File: src/rtl/if_stage.sv
// Instruction-fetch stage: owns the PC, issues single-outstanding fetches and
// drives the IF/ID register, with a one-entry skid for responses landing under stall.
module if_stage #(
  parameter int              PC_W     = 8,
  parameter int              INSTR_W  = 16,
  parameter int              PC_STEP  = 2,
  parameter logic [PC_W-1:0] RESET_PC = 8'h00
) (
  input  logic               clk,
  input  logic               rst,
  output logic               imem_req,
  output logic [PC_W-1:0]    imem_addr,
  input  logic               imem_ready,
  input  logic [INSTR_W-1:0] imem_rdata,
  input  logic               stall,
  input  logic               pcsrc,
  input  logic [PC_W-1:0]    brc_addr,
  output logic [PC_W-1:0]    pc,
  output logic               ifid_valid,
  output logic [INSTR_W-1:0] ifid_instr,
  output logic [PC_W-1:0]    ifid_pc_plus
);

  typedef enum logic [1:0] {IDLE, FETCH, HOLD, DROP} state_t;

  typedef struct packed {
    logic [INSTR_W-1:0] instr;
    logic [PC_W-1:0]    pc_plus;
  } ifid_t;

  localparam logic [PC_W-1:0] STEP = PC_W'(PC_STEP);

  state_t            state;
  ifid_t             skid;
  logic [PC_W-1:0]   req_addr;
  logic [PC_W-1:0]   pc_inc;

  assign pc_inc = pc + STEP;

  // DROP keeps presenting the address of the request still in flight
  assign imem_req  = (state == FETCH) || (state == DROP);
  assign imem_addr = (state == DROP) ? req_addr : pc;

  always_ff @(posedge clk) begin
    if (!rst) begin
      state        <= IDLE;
      pc           <= RESET_PC;
      req_addr     <= RESET_PC;
      skid         <= '0;
      ifid_valid   <= 1'b0;
      ifid_instr   <= '0;
      ifid_pc_plus <= '0;
    end else begin
      case (state)
        IDLE: state <= FETCH;

        FETCH: begin
          req_addr <= pc;
          if (imem_ready) begin
            if (pcsrc) begin
              pc         <= brc_addr;
              ifid_valid <= 1'b0;
            end else if (stall) begin
              skid  <= '{instr: imem_rdata, pc_plus: pc_inc};
              pc    <= pc_inc;
              state <= HOLD;
            end else begin
              ifid_instr   <= imem_rdata;
              ifid_pc_plus <= pc_inc;
              ifid_valid   <= 1'b1;
              pc           <= pc_inc;
            end
          end else if (pcsrc) begin
            pc         <= brc_addr;
            ifid_valid <= 1'b0;
            state      <= DROP;
          end else if (!stall) begin
            ifid_valid <= 1'b0;
          end
        end

        HOLD: begin
          if (pcsrc) begin
            pc         <= brc_addr;
            ifid_valid <= 1'b0;
            state      <= FETCH;
          end else if (!stall) begin
            ifid_instr   <= skid.instr;
            ifid_pc_plus <= skid.pc_plus;
            ifid_valid   <= 1'b1;
            state        <= FETCH;
          end
        end

        DROP: begin
          // latest redirect wins; the stale response is simply not captured
          if (pcsrc)      pc    <= brc_addr;
          if (imem_ready) state <= FETCH;
        end

        default: state <= IDLE;
      endcase
    end
  end

endmodule

File: config.mk
export PLATFORM = sky130hd
export DESIGN_NAME = if_stage
export DESIGN_NICKNAME = d
export VERILOG_FILES = /design/src/rtl/if_stage.sv
export SDC_FILE = /design/constraint.sdc
export NUM_CORES = 1
export LEC_CHECK = 0
export CORE_ASPECT_RATIO = 0.7
export CORE_MARGIN = 1.5
export CORE_UTILIZATION = 50
export CTS_CLUSTER_SIZE = 8
export DETAILED_ROUTE_END_ITERATION = 10
export HOLD_SLACK_MARGIN = 0.03
export PLACE_DENSITY = 0.79
export SYNTH_ARGS = -nofsm -noshare
export SYNTH_HDL_FRONTEND = slang
export SYNTH_SLANG_ARGS = --single-unit
File: constraint.sdc
create_clock -name clk -period 2.25 [get_ports clk]
set_input_delay 0.675 -clock clk [delete_from_list [all_inputs] [get_ports clk]]
set_output_delay 0.675 -clock clk [all_outputs]
set_load 0.005 [all_outputs]
==> results of run 1 <==
cell families (layout without fill, tap and decap cells):
logic type	Yosys count	in the layout	synth area share
and+or+nand+nor	129	129	0.187
xor gates and xnor gates	3	3	0.00818
buffers and inverters	38	122	0.0530
AOI/OAI and AO/OA	81	81	0.203
muxes	35	35	0.112
DFF	67	67	0.418
adders and majority gates	5	5	0.0195
where the power goes:
part	switching, mW	internal (mW)	total (mW)
Sequential	0.0984	1.29	1.39
Clock	0.441	0.536	0.977
Combinational	0.446	0.529	0.975
worst paths after layout:
check,from,end,cells past startpoint
max reg2reg,state[1],ifid_pc_plus[1],9
max,state[1],imem_req,5
min,ifid_pc_plus[4],ifid_pc_plus[4],2
min reg2reg,ifid_pc_plus[4],ifid_pc_plus[4],2
flip-flops by register name, indices dropped and copies added (netlist names):
name and cells:
ifid_instr 16, skid 24, req_addr 8, state 2, pc 8, ifid_pc_plus 8, ifid_valid 1
repair_timing:
action                                  4_1_cts  5_1_grt
pin swaps                                     1        0
buffers inserted                              3        0
resized for setup                            21       10
endpoints found under the setup margin        9        6
worst max-delay path, stage by stage, from the launching register on:
cell             delay [ns]
dfxtp_4                0.37
buf_6                  0.11
inv_2                  0.05
ha_4                   0.17
or2_2                  0.28
clkdlybuf4s15_1        0.20
placed cells by master, fill, tap and decap left out, drive strengths merged, types with 2 or more instances in the layout:
cell type      instances
nand2                 73
dfxtp                 67
clkdlybuf4s50         60
buf                   31
mux2i                 28
o211a                 23
a21boi                18
nor2b                 17
o21ai                 15
clkbuf                14
nor2                  11
nor3                   9
inv                    7
mux2                   7
nand3                  6
dlygate4sd2            5
ha                     5
a21oi                  4
nand2b                 4
xnor2                  3
a22oi                  3
nor3b                  3
o21a                   2
o32ai                  2
o2111ai                2
o311ai                 2
o221a                  2
o31ai                  2
a211oi                 2
clkinv                 2
metal layers:
layer / global-route usage / part of all wire / vias to the layer above
li1: - / - / 1403
met3: 0.0691 / 0.057 / 9
met2: 0.361 / 0.46 / 78
met5: 0 / 0 / -
met1: 0.321 / 0.47 / 1345
met4: 0.0730 / 0.011 / 0
stage by stage:
stage                     cells  area [um^2]
after floorplan             358         3210
after global placement      502         4110
final                       520         4350
after CTS                   520         4350
after global routing        520         4350
after detailed placement    502         4110
cell type report:
cell class                 count  area, um^2  share of cell area
tap                           78        97.6              0.0224
inverter                       7        26.3             0.00604
clock inverter                 4        51.3              0.0118
sequential                    67        1350               0.309
timing repair buffer         100         952               0.219
clock buffer                  11         141              0.0325
multi-input combinational    253        1740               0.399
==> out/qor.yml, run 1 <==
maxCapViolations: 0
synth_seq_cells: 67
period_share: 0.975
fmax_ghz: 0.456
grt_pass1_vias: 2616
dr.pass1.iters: 8
via_per_inst: 5.45
synthFlopType: "dfxtp_1"
drtAntennaViolNets: 0
yosysWarnings: 0
gr-total-overflow: 0
finalHoldViolCount: 0
area_growth_pct: 35.5
synth_common_cells: "nand2_1, dfxtp_1, mux2i_1, o211a_1, a21boi_0"
fin_skew_ns: 0.00683
cts_max_level: 3
netlist_instances: 358
p_leak_nw: 1.86
antenna_found_initial: 0
synth_seq_area_share: 0.418
fin_tns_setup_ns: 0
status: "finished, violations left"
final.setup.worst_slack_ns: 0.0553
power.density_nw_per_um2: 767
hold_path.class: "flop to flop"
die_h_um: 70.1
drt_wl_total_um: 7760
dp_slack_ns: -0.127
reg2reg_setup_slack_ns: 0.18
drcViolationCount: 5
cts_made_buffers: 9
drt-initial-drc-count: 120
worst_skew_pair.late_latency_ns: 0.33
core-area_um2: 6220
synth-edff-count: 0
cp.arrival_ns: 1.52
fin_hold_ws_ns: 0.458
grt_max_degree: 41
period_minus_slack_ns: 2.19
synth_cell_types: 43
ctsHoldBuffers: 0
clock_sinks: 67
yosysTopAreaCell: "dfxtp_1"
final_util: 0.700
port_buffers: 70
n_antenna_cell: 0
final_nets: 472
path_max_fanout: 4
p_total_mw: 3.34
synth_top_area_share: 0.418
dpl.hpwl_um: 5200
cp_data_required_time_ns: 1.57
synth_most_common_cell: "nand2_1"
cp-start-kind: "flop"
grt_pass1_wl_um: 12700
drv_slew: 0
wl_per_cell_um: 14.9
grtUsageTotal: 0.236
gp_congestion: 0.869
dieArea_um2: 6920
syn_avg_cell_area_um2: 8.97
worstMarginPinSlew_ns: 0.401
ys_top_cells_by_area: "dfxtp_1, mux2i_1, nand2_1"
critPathKind: "flop to output port"
cts_tree: "yes"
ioPinCount: 71
path_clk_slew_ns: 0.07
ir_drop_mv: 0.421
syn_area_um2: 3210
cts_root_buf: "clkbuf_8"
end_kind: "output port"
ys_async_sr_fraction: 0
n_fill_cell: 484
cts_max_path_buffers: 2
relSlewSlack: 0.732
syn_nets: 392
setup_viol: 0
vias: 2835
initial_core_util: 0.517
violations: "design-rule violations"
die_w_um: 98.8
drive_above_1_share: 0.154
fp-row-count: 24
Note: power is estimated with default switching activity, not from simulation.
==> run 2: changes to the inputs <==
--- a/config.mk
+++ b/config.mk
@@ -10,7 +10,7 @@
 export CORE_UTILIZATION = 50
 export CTS_CLUSTER_SIZE = 8
 export DETAILED_ROUTE_END_ITERATION = 10
-export HOLD_SLACK_MARGIN = 0.03
+export HOLD_SLACK_MARGIN = 0.08
 export PLACE_DENSITY = 0.79
 export SYNTH_ARGS = -nofsm -noshare
 export SYNTH_HDL_FRONTEND = slang
==> results of run 2 <==
Same layout as run 1: the final DEF is identical, and so are final timing and power.
